<file path="config.mk">
export PLATFORM = sky130hd
export DESIGN_NAME = reset_sequencer
export DESIGN_NICKNAME = d
export VERILOG_FILES = /design/src/rtl/reset_sequencer.sv
export SDC_FILE = /design/constraint.sdc
export NUM_CORES = 1
export LEC_CHECK = 0
export ABC_AREA = 1
export ABC_CLOCK_PERIOD_IN_PS = 1900
export CORE_MARGIN = 5
export CORE_UTILIZATION = 42
export CTS_CLUSTER_SIZE = 20
export DETAILED_ROUTE_END_ITERATION = 16
export PLACE_DENSITY = 0.73
export SYNTH_ARGS = -nofsm -noshare
export SYNTH_HDL_FRONTEND = slang
export SYNTH_SLANG_ARGS = --single-unit
</file>
<file path="constraint.sdc">
create_clock -name clk -period 1.9 [get_ports clk]
set_input_delay 0.285 -clock clk [delete_from_list [all_inputs] [get_ports clk]]
set_output_delay 0.285 -clock clk [all_outputs]
set_load 0.005 [all_outputs]
</file>
<file path="src/rtl/reset_sequencer.sv">
// Reset synchroniser and staggered release sequencer for a single clock domain.
// Optional synchronous software reset is enabled by defining RST_SEQ_SOFT_RST_EN.
module reset_sequencer #(
    parameter int SYNC_STAGES    = 2,
    parameter int NUM_OUT        = 4,
    parameter int STRETCH_CYCLES = 16,
    parameter int STAGGER_CYCLES = 4
) (
    input  logic               clk,
    input  logic               arst_in_n,
    input  logic               soft_rst_req,
    output logic [NUM_OUT-1:0] rst_out_n,
    output logic               rst_done
);

    localparam int CNT_MAX = (STRETCH_CYCLES > STAGGER_CYCLES) ? STRETCH_CYCLES : STAGGER_CYCLES;
    localparam int CNT_W   = (CNT_MAX > 1) ? $clog2(CNT_MAX) : 1;
    localparam int CH_W    = (NUM_OUT > 1) ? $clog2(NUM_OUT) : 1;

    localparam logic [CNT_W-1:0] STRETCH_LAST = CNT_W'(STRETCH_CYCLES - 1);
    localparam logic [CNT_W-1:0] STAGGER_LAST = CNT_W'(STAGGER_CYCLES - 1);
    localparam logic [CH_W-1:0]  CH_LAST      = CH_W'(NUM_OUT - 1);

    typedef enum logic [1:0] {
        ST_HOLD,
        ST_STRETCH,
        ST_RELEASE,
        ST_RUN
    } state_t;

    generate
        if (SYNC_STAGES < 2)    $error("SYNC_STAGES must be at least 2");
        if (NUM_OUT < 1)        $error("NUM_OUT must be at least 1");
        if (STRETCH_CYCLES < 1) $error("STRETCH_CYCLES must be at least 1");
        if (STAGGER_CYCLES < 1) $error("STAGGER_CYCLES must be at least 1");
    endgenerate

    logic [SYNC_STAGES-1:0] sync_q;
    logic                   sync_n;
    logic                   soft_req;

    state_t             state_q, state_d;
    logic [CNT_W-1:0]   cnt_q, cnt_d;
    logic [CH_W-1:0]    ch_q, ch_d;
    logic [NUM_OUT-1:0] out_d;
    logic               done_d;

    // NOTE: assertion is asynchronous, release is synchronous; only stage 0 can
    // ever sample arst_in_n going high, so metastability stays in that flop.
    always_ff @(posedge clk or negedge arst_in_n) begin
        if (!arst_in_n) begin
            sync_q <= '0;
        end else begin
            sync_q <= {sync_q[SYNC_STAGES-2:0], 1'b1};
        end
    end

    assign sync_n = sync_q[SYNC_STAGES-1];

`ifdef RST_SEQ_SOFT_RST_EN
    assign soft_req = soft_rst_req;
`else
    // Port kept for a uniform footprint; the request has no effect in this build.
    logic unused_soft_rst_req;
    assign unused_soft_rst_req = soft_rst_req;
    assign soft_req            = 1'b0;
`endif

    // NOTE: every variable gets a default before the case so no latch is inferred.
    always_comb begin
        state_d = state_q;
        cnt_d   = cnt_q;
        ch_d    = ch_q;
        out_d   = rst_out_n;
        done_d  = rst_done;

        unique case (state_q)
            ST_HOLD: begin
                if (sync_n) begin
                    state_d = ST_STRETCH;
                    cnt_d   = '0;
                end
            end

            ST_STRETCH: begin
                if (cnt_q == STRETCH_LAST) begin
                    out_d[0] = 1'b1;
                    ch_d     = CH_W'(1);
                    cnt_d    = '0;
                    if (NUM_OUT == 1) begin
                        state_d = ST_RUN;
                        done_d  = 1'b1;
                    end else begin
                        state_d = ST_RELEASE;
                    end
                end else begin
                    cnt_d = cnt_q + CNT_W'(1);
                end
            end

            ST_RELEASE: begin
                if (cnt_q == STAGGER_LAST) begin
                    cnt_d = '0;
                    for (int i = 0; i < NUM_OUT; i++) begin
                        if (CH_W'(i) == ch_q) out_d[i] = 1'b1;
                    end
                    // Last channel: stop here so ch never wraps past NUM_OUT-1.
                    if (ch_q == CH_LAST) begin
                        state_d = ST_RUN;
                        done_d  = 1'b1;
                    end else begin
                        ch_d = ch_q + CH_W'(1);
                    end
                end else begin
                    cnt_d = cnt_q + CNT_W'(1);
                end
            end

            ST_RUN: begin
                state_d = ST_RUN;
            end

            default: begin
                state_d = ST_HOLD;
                cnt_d   = '0;
                ch_d    = '0;
                out_d   = '0;
                done_d  = 1'b0;
            end
        endcase

        // Software reset restarts the stretch; in HOLD the synchroniser owns release.
        if (soft_req && (state_q != ST_HOLD)) begin
            state_d = ST_STRETCH;
            cnt_d   = '0;
            ch_d    = '0;
            out_d   = '0;
            done_d  = 1'b0;
        end
    end

    // NOTE: sequential state uses non-blocking assignments only.
    always_ff @(posedge clk or negedge arst_in_n) begin
        if (!arst_in_n) begin
            state_q   <= ST_HOLD;
            cnt_q     <= '0;
            ch_q      <= '0;
            rst_out_n <= '0;
            rst_done  <= 1'b0;
        end else begin
            state_q   <= state_d;
            cnt_q     <= cnt_d;
            ch_q      <= ch_d;
            rst_out_n <= out_d;
            rst_done  <= done_d;
        end
    end

endmodule

</file>
==> PnR_summary.wiki, run 1 <==
{| class="wikitable"
! Metric !! Value
|-
| TNS Setup || 0 ns
|-
| Count of hold-fix buffers inserted at cts || 0
|-
| Sequential fraction of the synthesis area || between 40% and 50%
|-
| Launch point of the worst reg-to-reg path || state_q[0]
|-
| Initial Util || around 44%
|-
| # clock sinks || 14
|-
| Outcome || completed
|-
| Layout Nets || 123
|-
| Area growth from synthesis to final layout || 12.9%
|-
| Total I/O pin count || 8
|-
| Area of the mapped netlist || roughly 860 um^2
|-
| Worst setup path category || reg -> reg
|-
| Kind of end point of the critical path || flop
|-
| Drt via density || 4.50
|-
| TritonCTS Buffers || 3
|-
| Port Buffer Count || 6
|-
| Overflow after GRT || 0
|-
| Syn_nets || 114
|-
| Flops & latches, synth || 14
|-
| Core ar. || slightly below 2000 um^2
|-
| Max-cap violation count || 0
|-
| Number of buffers inserted to repair setup after CTS || 0
|-
| Die Area || 3060 um^2
|-
| Power dissipated by switching net loads || 0.650 mW
|-
| Global-route wire length before repair || 2.76 mm
|-
| Layout filler cell count || 198
|-
| Tightest Pin Transition || approximately 0.64 ns
|-
| Final critical-path required period || 1.61 ns
|-
| Critical Path AT || 1.80 ns
|-
| Crit path required time || roughly 2.1 ns
|-
| Worst rel slew slack || roughly 57%
|-
| Average wire per cell in the routed design || 11.4 um
|-
| Share of the clock period used by the worst path after layout || roughly 85%
|-
| Total power divided by cell area || 1460 nW/um^2
|-
| Library cells used by synthesis || 20
|-
| Internal Power || about 0.77 mW
|-
| Worst-Skew Late Latency || 0.29 ns
|-
| Count of antenna diodes in the layout || 0
|-
| Met3 track utilization from global routing || about 2.8%
|-
| Violation count after the first detailed-route iteration || 21
|-
| Global-route total usage across every layer || between 10% and 20%
|-
| FMAX || 621 MHz
|-
| Launching element type of the critical path || flop
|-
| Final Routed Wirelength || 1.55 mm
|-
| Gr busiest metal || met2
|-
| Critical-path maximum fanout || 9
|-
| Vias after detailed routing || 612
|-
| Start point of the worst min-delay path || sync_q[0]
|-
| Utilization after layout || 49.7%
|-
| Hold Fails Final Rpt || 0
|-
| Total of warnings raised by yosys || 0
|-
| FF-to-FF setup slack || 0.29 ns
|-
| GR Util met2 || 17.9%
|-
| Fraction of power consumed by combinational cells || a little over half
|-
| Drt pass-1 iters || 4
|-
| Number of antenna violations at the first check in global routing || 0
|-
| Syn Inst Count || 101
|-
| Fraction of power consumed by the clock network || 15.8%
|-
| Fraction of final layout cells with drive strength greater than 1 || between 10% and 20%
|-
| Chip height || 55.3 um
|-
| Leakage power summed over all cells || just under 0.5 nW
|-
| HP Class || reg -> reg
|-
| Placer's final routability congestion estimate || 0.796
|-
| Final Skew || 0.000567 ns
|-
| Post-cts resize count || 0
|-
| Portion of synthesized cell area occupied by the leading cell type || 40.6%
|-
| Worst IR Drop VDD || 993 uV
|-
| Syn Area/Cell || ~8.5 um^2
|-
| # DRC || 0
|-
| Vias in the first global route || 630
|-
| Beginning of the critical path || state_q[0]
|-
| Synth area leaders || sky130_fd_sc_hd__dfrtp_1, sky130_fd_sc_hd__ha_1, sky130_fd_sc_hd__nand2_1
|-
| Largest net degree at the start of global routing || 15
|-
| Total setup violations reported at the end of the flow || 0
|-
| Detailed placer's ending HPWL || 1.14 mm
|-
| Library cell occupying the most area in the post-synthesis netlist || sky130_fd_sc_hd__dfrtp_1
|-
| TritonCTS clock tree || done
|-
| Unrepaired setup endpoints after global routing || false
|-
| Residual antenna-violating net count after detailed routing || 0
|-
| Clk Tree Root Cell || sky130_fd_sc_hd__clkbuf_4
|-
| CTS HTree Levels || 1
|-
| Switching Fraction || a little under half
|-
| Clock-pin transition on the worst setup and hold timing paths || 0.09 ns
|-
| Max clock buf depth || 2
|-
| Grt met1 use || 14.1%
|-
| Floorplan die width || 55.3 um
|-
| Register share of total power || a little under a third
|-
| Cell Rows || 16
|-
| Number of max-slew violations in the final report || 0
|}
==> Yosys cell counts (all sizes together) <==
master	n
conb	1
dfrtp	14
inv	18
o21bai	5
nor2	4
o21ai	3
nand4	1
nand2	31
nand3	7
ha	10
nand3b	1
buf	2
a21oi	4
==> registers in the layout, summed over array words and instances, names as in the netlist <==
name / count
rst_done: 1
rst_out_n: 3
ch_q: 2
state_q: 2
cnt_q: 4
sync_q: 2
==> routing by layer <==
layer  share of wire, %  vias to the layer above
met1                 48                      277
met2                 46                        6
li1                   -                      324
met3                2.4                        5
met4                2.8                        0
met5                  0                        -
==> cell families after synthesis <==
group / Yosys count / share of synthesized area, %
simple gates: 44 / 24.3
buf+inv: 20 / 10.0
flops: 14 / 40.6
compound gates: 12 / 10.1
fa+ha+maj: 10 / 14.5
other cells: 1 / 0.434
==> per-stage QoR <==
| stage | power [mW] | cell area (um^2) | hold WS, ns | setup WS (ns) | instances |
|---|---|---|---|---|---|
| after CTS | 1.43 | 975 | 0.357 | 0.300 | 136 |
| after global placement | 1.17 | 938 | 0.333 | 0.364 | 132 |
| after global routing | 1.58 | 975 | 0.373 | 0.137 | 136 |
| final | 1.42 | 975 | 0.354 | 0.290 | 136 |
| after detailed placement | 1.21 | 938 | 0.336 | 0.324 | 132 |
| after floorplan | 1.05 | 863 | -0.0106 | 0.622 | 101 |
==> power by group through the flow <==
stage               Combinational [mW]  Clock (mW)  Sequential (mW)
finish                           0.748       0.224            0.452
floorplan                        0.614           0            0.436
CTS                              0.756       0.228            0.449
global placement                 0.722           0            0.445
global route                     0.875       0.241            0.460
detailed placement               0.751           0            0.455
==> cell usage in the layout, fill, tap and decap left out <==
cell / instances
sky130_fd_sc_hd__a21oi_1: 3
sky130_fd_sc_hd__a21oi_2: 1
sky130_fd_sc_hd__clkbuf_4: 3
sky130_fd_sc_hd__clkbuf_8: 1
sky130_fd_sc_hd__clkdlybuf4s50_1: 6
sky130_fd_sc_hd__conb_1: 1
sky130_fd_sc_hd__dfrtp_1: 14
sky130_fd_sc_hd__ha_1: 10
sky130_fd_sc_hd__inv_1: 16
sky130_fd_sc_hd__inv_2: 2
sky130_fd_sc_hd__nand2_1: 26
sky130_fd_sc_hd__nand2_2: 3
sky130_fd_sc_hd__nand2_4: 2
sky130_fd_sc_hd__nand3_1: 7
sky130_fd_sc_hd__nand3b_1: 1
sky130_fd_sc_hd__nand4_1: 1
sky130_fd_sc_hd__nor2_1: 3
sky130_fd_sc_hd__nor2_4: 1
sky130_fd_sc_hd__o21ai_1: 2
sky130_fd_sc_hd__o21ai_4: 1
sky130_fd_sc_hd__o21bai_1: 5
==> worst paths after layout <==
path | end | cells past startpoint
worst max-delay path | ch_q[0] | 7
worst min-delay path | sync_q[1] | 0
worst max register to register | ch_q[0] | 7
worst min register to register | sync_q[1] | 0
max in group asynchronous | sync_q[1] | 1
min in group asynchronous | cnt_q[2] | 1
==> critical path, stage by stage, from the launching register on <==
cell                      delay, ns
sky130_fd_sc_hd__dfrtp_1       0.45
sky130_fd_sc_hd__inv_1         0.11
sky130_fd_sc_hd__ha_1          0.39
sky130_fd_sc_hd__nor2_1        0.14
sky130_fd_sc_hd__a21oi_2       0.17
sky130_fd_sc_hd__nand3_1       0.12
sky130_fd_sc_hd__nand2_1       0.07
sky130_fd_sc_hd__nand2_1       0.05
==> cell type report <==
type | count | area (um^2) | share of cell area (%)
clock buffers | 4 | 36.3 | 3.72
well taps | 27 | 33.8 | 3.47
inverters | 18 | 67.6 | 6.93
multi-input cells | 67 | 427 | 43.8
repair buffers | 6 | 60.1 | 6.16
flip-flops and latches | 14 | 350 | 35.9
(Power assumes the default switching activity.)
==> inputs of run 2 (changes only) <==
ABC_CLOCK_PERIOD_IN_PS = 1700   (was 1900)
clock period = 1.7 ns   (was 1.9 ns; I/O delays follow)
==> PnR_summary.wiki, run 2 (synthesized netlist as in run 1, its figures left out) <==
{| class="wikitable"
! Metric !! Value
|-
| Final Skew || 0.00125 ns (+0.000680 ns)
|-
| Global-route total usage across every layer || 11.4% (-0.097 points)
|-
| Crit path setup slack, layout || 0.236 ns (-0.0539 ns)
|-
| Number of antenna violations at the first check in global routing || 0 (unchanged)
|-
| Clock-pin transition on the worst setup and hold timing paths || 0.09 ns (about the same)
|-
| Total I/O pin count || 8 (unchanged)
|-
| Number of flip-flops under the largest register name || 4 (unchanged)
|-
| Floorplan die width || 55.3 um (unchanged)
|-
| Post-cts resize count || 0 (unchanged)
|-
| Global-route wire length before repair || 2.75 mm (-0.25%)
|-
| Vias after detailed routing || 636 (+3.9%)
|-
| Biggest register || cnt_q
|-
| Cell Rows || 16 (unchanged)
|-
| Commonest non-fill, non-tap cell in the layout || sky130_fd_sc_hd__nand2_1
|-
| Detailed placer's ending HPWL || 1.18 mm (+3.2%)
|-
| Max-cap violation count || 0 (unchanged)
|-
| Port Buffer Count || 6 (unchanged)
|-
| Pre-CTS worst setup slack || 0.241 ns (-0.0824 ns)
|-
| # DRC || 0 (unchanged)
|-
| Outcome || completed
|-
| Instance count after placement with tap cells included || 134 (+1.5%)
|-
| Final critical-path required period || 1.46 ns (-0.146 ns)
|-
| Leakage power summed over all cells || 0.505 nW (+2.0%)
|-
| Overflow after GRT || 0 (unchanged)
|-
| Fraction of final layout cells with drive strength greater than 1 || 14.4% (+1.6 points)
|-
| Hold Fails Final Rpt || 0 (unchanged)
|-
| Initial Util || 44.0% (unchanged)
|-
| Total power || 1.60 mW (+13%)
|-
| Launching element type of the critical path || flop
|-
| Post-layout instance count excluding filler cells || 138 (+1.5%)
|-
| Clk Tree Root Cell || sky130_fd_sc_hd__clkbuf_4
|-
| Vias in the first global route || 631 (+0.16%)
|-
| Die Area || 3060 um^2 (unchanged)
|-
| Critical Path AT || 1.64 ns (-0.16 ns)
|-
| Core ar. || 1960 um^2 (unchanged)
|-
| Placed instance area || 953 um^2 (+1.6%)
|-
| Total setup violations reported at the end of the flow || 0 (unchanged)
|-
| Utilization after layout || 50.4% (+0.77 points)
|-
| CTS HTree Levels || 1 (unchanged)
|-
| Violation count after the first detailed-route iteration || 9 (-57%)
|-
| FMAX || 683 MHz (+10%)
|-
| TritonCTS Buffers || 3 (unchanged)
|-
| Placer's final routability congestion estimate || 0.798 (+0.35%)
|-
| Most used cells in the layout excluding fill and tap cells || sky130_fd_sc_hd__nand2_1, sky130_fd_sc_hd__inv_1, sky130_fd_sc_hd__dfrtp_1
|-
| TritonCTS clock tree || done
|-
| # clock sinks || 14 (unchanged)
|-
| Final instance area || 990 um^2 (+1.5%)
|-
| Count of hold-fix buffers inserted at cts || 0 (unchanged)
|-
| Residual antenna-violating net count after detailed routing || 0 (unchanged)
|-
| Largest registers in the final layout || cnt_q: 4 flops, rst_out_n: 3 flops
|-
| Average wire per cell in the routed design || 11.1 um (-2.3%)
|-
| Layout Nets || 125 (+1.6%)
|-
| Max clock buf depth || 2 (unchanged)
|-
| Worst-Skew Late Latency || 0.28 ns (about the same)
|-
| Drt pass-1 iters || 3 (-1)
|-
| Total power divided by cell area || 1620 nW/um^2 (+11%)
|-
| Worst setup path category || reg -> reg
|-
| Worst IR Drop VDD || 980 uV (-1.3%)
|-
| Area growth from synthesis to final layout || 14.6%
|-
| Count of antenna diodes in the layout || 0 (unchanged)
|-
| Unrepaired setup endpoints after global routing || false
|-
| HP Class || in -> async
|-
| TNS Setup || 0 ns (unchanged)
|-
| Final Routed Wirelength || 1.54 mm (-0.90%)
|-
| Chip height || 55.3 um (unchanged)
|-
| Drt via density || 4.61 (+2.4%)
|-
| Critical-path maximum fanout || 6 (-3)
|-
| Number of max-slew violations in the final report || 0 (unchanged)
|-
| Number of buffers inserted to repair setup after CTS || 0 (unchanged)
|-
| Crit path required time || 1.88 ns (-0.21 ns)
|-
| Kind of end point of the critical path || flop
|-
| Largest net degree at the start of global routing || 15 (unchanged)
|-
| Final worst hold slack || 0.285 ns (-0.0691 ns)
|-
| Share of the clock period used by the worst path after layout || 86.1% (+1.4 points)
|}
==> run 2: cell type report <==
type / instances / area (um^2)
clock buffer: 4 / 36.3
fill: 211 / 972
inverter: 18 / 67.6
multi-input combinational: 67 / 427
sequential: 14 / 350
tap: 27 / 33.8
timing repair buffer: 8 / 75.1
==> run 2: worst max-delay path, stage by stage, from the launching register on <==
cell	delay, ns
sky130_fd_sc_hd__dfrtp_1	0.45
sky130_fd_sc_hd__inv_1	0.11
sky130_fd_sc_hd__ha_1	0.30
sky130_fd_sc_hd__nor2_1	0.12
sky130_fd_sc_hd__a21oi_2	0.16
sky130_fd_sc_hd__nand3_1	0.11
sky130_fd_sc_hd__nand2_1	0.08
sky130_fd_sc_hd__nand2_1	0.05
==> run 2: routing by layer <==
metal  global-route usage, %  wire length [um]  vias up
met5                       0                 0        -
li1                        -                 -      331
met3                    2.80                30        2
met4                    6.60                15        0
met1                    14.7               756      298
met2                    17.2               736        5
==> run 2: path summary, 6_finish.rpt <==
path                            startpoint         to  slack (ns)  depth (start not counted)
worst min-delay path             arst_in_n   cnt_q[2]        0.29                          2
worst max-delay path            state_q[0]    ch_q[0]        0.24                          7
min in group clk                 sync_q[0]  sync_q[1]        0.36                          0
worst min register to register   sync_q[0]  sync_q[1]        0.36                          0
max in group asynchronous        arst_in_n  sync_q[1]        1.24                          2
worst max register to register  state_q[0]    ch_q[0]        0.24                          7
==> run 2: power by group <==
| part | switching, mW | internal (mW) | leakage (nW) |
|---|---|---|---|
| Sequential | 0.0828 | 0.416 | 0.177 |
| Clock | 0.116 | 0.130 | 0.0210 |
| Combinational | 0.525 | 0.334 | 0.307 |
==> inputs of run 3 (changes only) <==
ABC_CLOCK_PERIOD_IN_PS = 1750   (was 1700)
clock period = 1.75 ns   (was 1.7 ns; I/O delays follow)
==> PnR_summary.wiki, run 3 (synthesized netlist as in run 1, its figures left out) <==
{| class="wikitable"
! Metric !! Value
|-
| Largest net degree at the start of global routing || 15 (unchanged)
|-
| Initial Util || 44.0% (unchanged)
|-
| Area taken by flip-flops and latches || 350 um^2 (unchanged)
|-
| Switching Fraction || 45.0% (-0.10 points)
|-
| Area growth from synthesis to final layout || 14.6% (unchanged)
|-
| Leakage power summed over all cells || 0.505 nW (unchanged)
|-
| Footprint of the multi-input gates || 427 um^2 (unchanged)
|-
| Violation count after the first detailed-route iteration || 5 (-4)
|-
| Total I/O pin count || 8 (unchanged)
|-
| Commonest non-fill, non-tap cell in the layout || sky130_fd_sc_hd__nand2_1
|-
| Biggest register || cnt_q
|-
| Unrepaired setup endpoints after global routing || false
|-
| TritonCTS clock tree || done
|-
| Die Area || 3060 um^2 (unchanged)
|-
| Share of the clock period used by the worst path after layout || 85.4% (-0.74 points)
|-
| Critical Path AT || 1.67 ns (+0.03 ns)
|-
| Count of antenna diodes in the layout || 0 (unchanged)
|-
| Final Routed Wirelength || 1.52 mm (-0.91%)
|-
| Launching element type of the critical path || flop
|-
| Total setup violations reported at the end of the flow || 0 (unchanged)
|-
| FMAX || 669 MHz (-2.0%)
|-
| Layout Nets || 125 (unchanged)
|-
| Outcome || completed
|-
| Number of antenna violations at the first check in global routing || 0 (unchanged)
|-
| Grt met1 use || 13.2% (-1.5 points)
|-
| Post-cts resize count || 0 (unchanged)
|-
| Vias after detailed routing || 615 (-3.3%)
|-
| Number of buffers inserted to repair setup after CTS || 0 (unchanged)
|-
| Crit-path slowest cell || sky130_fd_sc_hd__dfrtp_1
|-
| # clock sinks || 14 (unchanged)
|-
| Crit path required time || 1.92 ns (+0.04 ns)
|-
| Fraction of final layout cells with drive strength greater than 1 || 14.4% (unchanged)
|-
| Fraction of power consumed by the clock network || 15.0% (-0.3 points)
|-
| HP Class || in -> async
|-
| Power dissipated by switching net loads || 0.699 mW (-3.4%)
|-
| Largest registers in the final layout || cnt_q: 4 flops, rst_out_n: 3 flops
|-
| Worst-Skew Late Latency || 0.28 ns (about the same)
|-
| Final critical-path required period || 1.49 ns (+0.0302 ns)
|-
| Final Skew || 0.00285 ns (+0.00160 ns)
|-
| Global-route wire length before repair || 2.67 mm (-3.0%)
|-
| Average wire per cell in the routed design || 11.0 um (-0.91%)
|-
| Register share of total power || 31.4% (+0.3 points)
|-
| TritonCTS Buffers || 3 (unchanged)
|-
| Ordered list of cells on the worst path || inv_1, ha_1, nor2_1, a21oi_2, nand3_1, nand2_1, nand2_1
|-
| CTS HTree Levels || 1 (unchanged)
|-
| Internal Power || 0.854 mW (-3.0%)
|-
| Kind of end point of the critical path || flop
|-
| Critical-path maximum fanout || 6 (unchanged)
|-
| Hold Fails Final Rpt || 0 (unchanged)
|-
| Residual antenna-violating net count after detailed routing || 0 (unchanged)
|-
| Core ar. || 1960 um^2 (unchanged)
|-
| Buffers and inverters on the worst path || 1 (unchanged)
|-
| Detailed placer's ending HPWL || 1.16 mm (-1.6%)
|-
| # DRC || 0 (unchanged)
|-
| Count of hold-fix buffers inserted at cts || 0 (unchanged)
|-
| Max clock buf depth || 2 (unchanged)
|-
| Global-route total usage across every layer || 10.7% (-0.72 points)
|-
| Overflow after GRT || 0 (unchanged)
|-
| Fraction of power consumed by combinational cells || 53.5% (about the same)
|-
| Drt pass-1 iters || 4 (+1)
|-
| TNS Setup || 0 ns (unchanged)
|-
| Clock-pin transition on the worst setup and hold timing paths || 0.09 ns (about the same)
|-
| Chip height || 55.3 um (unchanged)
|-
| Gr busiest metal || met2
|-
| GR Util met2 || 17.6% (+0.34 points)
|-
| Total power divided by cell area || 1570 nW/um^2 (-3.2%)
|-
| Layout filler cell count || 202 (-4.3%)
|-
| Drt via density || 4.46 (-3.3%)
|-
| Floorplan die width || 55.3 um (unchanged)
|-
| Vias in the first global route || 621 (-1.6%)
|-
| Met3 track utilization from global routing || 2.33% (-0.47 points)
|-
| Clk Tree Root Cell || sky130_fd_sc_hd__clkbuf_4
|-
| Most used cells in the layout excluding fill and tap cells || sky130_fd_sc_hd__nand2_1, sky130_fd_sc_hd__inv_1, sky130_fd_sc_hd__dfrtp_1
|-
| Cell class contributing the biggest share of worst-path delay || flip-flops
|-
| Cell Rows || 16 (unchanged)
|-
| Placer's final routability congestion estimate || 0.798 (about the same)
|-
| Number of flip-flops under the largest register name || 4 (unchanged)
|-
| Max-cap violation count || 0 (unchanged)
|-
| Port Buffer Count || 6 (unchanged)
|-
| Worst setup path category || reg -> reg
|-
| Worst IR Drop VDD || 832 uV (-15%)
|-
| Number of max-slew violations in the final report || 0 (unchanged)
|-
| Final worst hold slack || 0.287 ns (+0.00201 ns)
|-
| Most Frequent Cell on Critical Path || sky130_fd_sc_hd__nand2_1
|-
| Largest incremental delay on the critical path || 0.44 ns (about the same)
|}
run 3: cell counts in the layout (fill, tap and decap cells not counted):
No cell type changed its count.
run 3: per-stage QoR:
stage | power, mW | setup slack [ns] | utilization, % | area, um^2 | cells
floorplan | 1.14 | 0.472 | - | 863 | 101
detailed placement | 1.32 | 0.277 | 48.6 | 953 | 134
global placement | 1.29 | 0.329 | 48.6 | 953 | 134
global route | 1.72 | 0.0951 | 50.4 | 990 | 138
finish | 1.55 | 0.256 | 50.4 | 990 | 138
CTS | 1.57 | 0.269 | 50.4 | 990 | 138
run 3: per-layer routing:
| layer | routed length (um) | vias up | share of wire, % |
|---|---|---|---|
| li1 | - | 328 | - |
| met1 | 729 | 282 | 48 |
| met2 | 755 | 5 | 50 |
| met3 | 39 | 0 | 2.6 |
| met4 | 0 | 0 | 0 |
| met5 | 0 | - | 0 |
run 3: final cells by class:
class                   count  share of cell area [%]
well taps                  27                    3.41
flip-flops and latches     14                    35.4
repair buffers              8                    7.59
clock buffers               4                    3.67
multi-input cells          67                    43.1
inverters                  18                    6.83
run 3: power groups by stage:
| stage | Sequential, mW | Combinational [mW] | Clock, mW |
|---|---|---|---|
| 3_5_place_dp | 0.494 | 0.828 | 0 |
| 4_1_cts | 0.486 | 0.838 | 0.244 |
| 2_1_floorplan | 0.474 | 0.666 | 0 |
| 5_1_grt | 0.499 | 0.956 | 0.266 |
| 6_report | 0.488 | 0.831 | 0.234 |
| 3_3_place_gp | 0.483 | 0.804 | 0 |
run 3: final timing paths:
check	endpoint	start	slack [ns]	cells past startpoint
worst max-delay path	ch_q[0]	state_q[0]	0.26	7
worst min-delay path	cnt_q[0]	arst_in_n	0.29	2
worst max register to register	ch_q[0]	state_q[0]	0.26	7
worst min register to register	sync_q[1]	sync_q[0]	0.35	0
max in group asynchronous	rst_done	arst_in_n	1.29	2
min in group clk	sync_q[1]	sync_q[0]	0.35	0
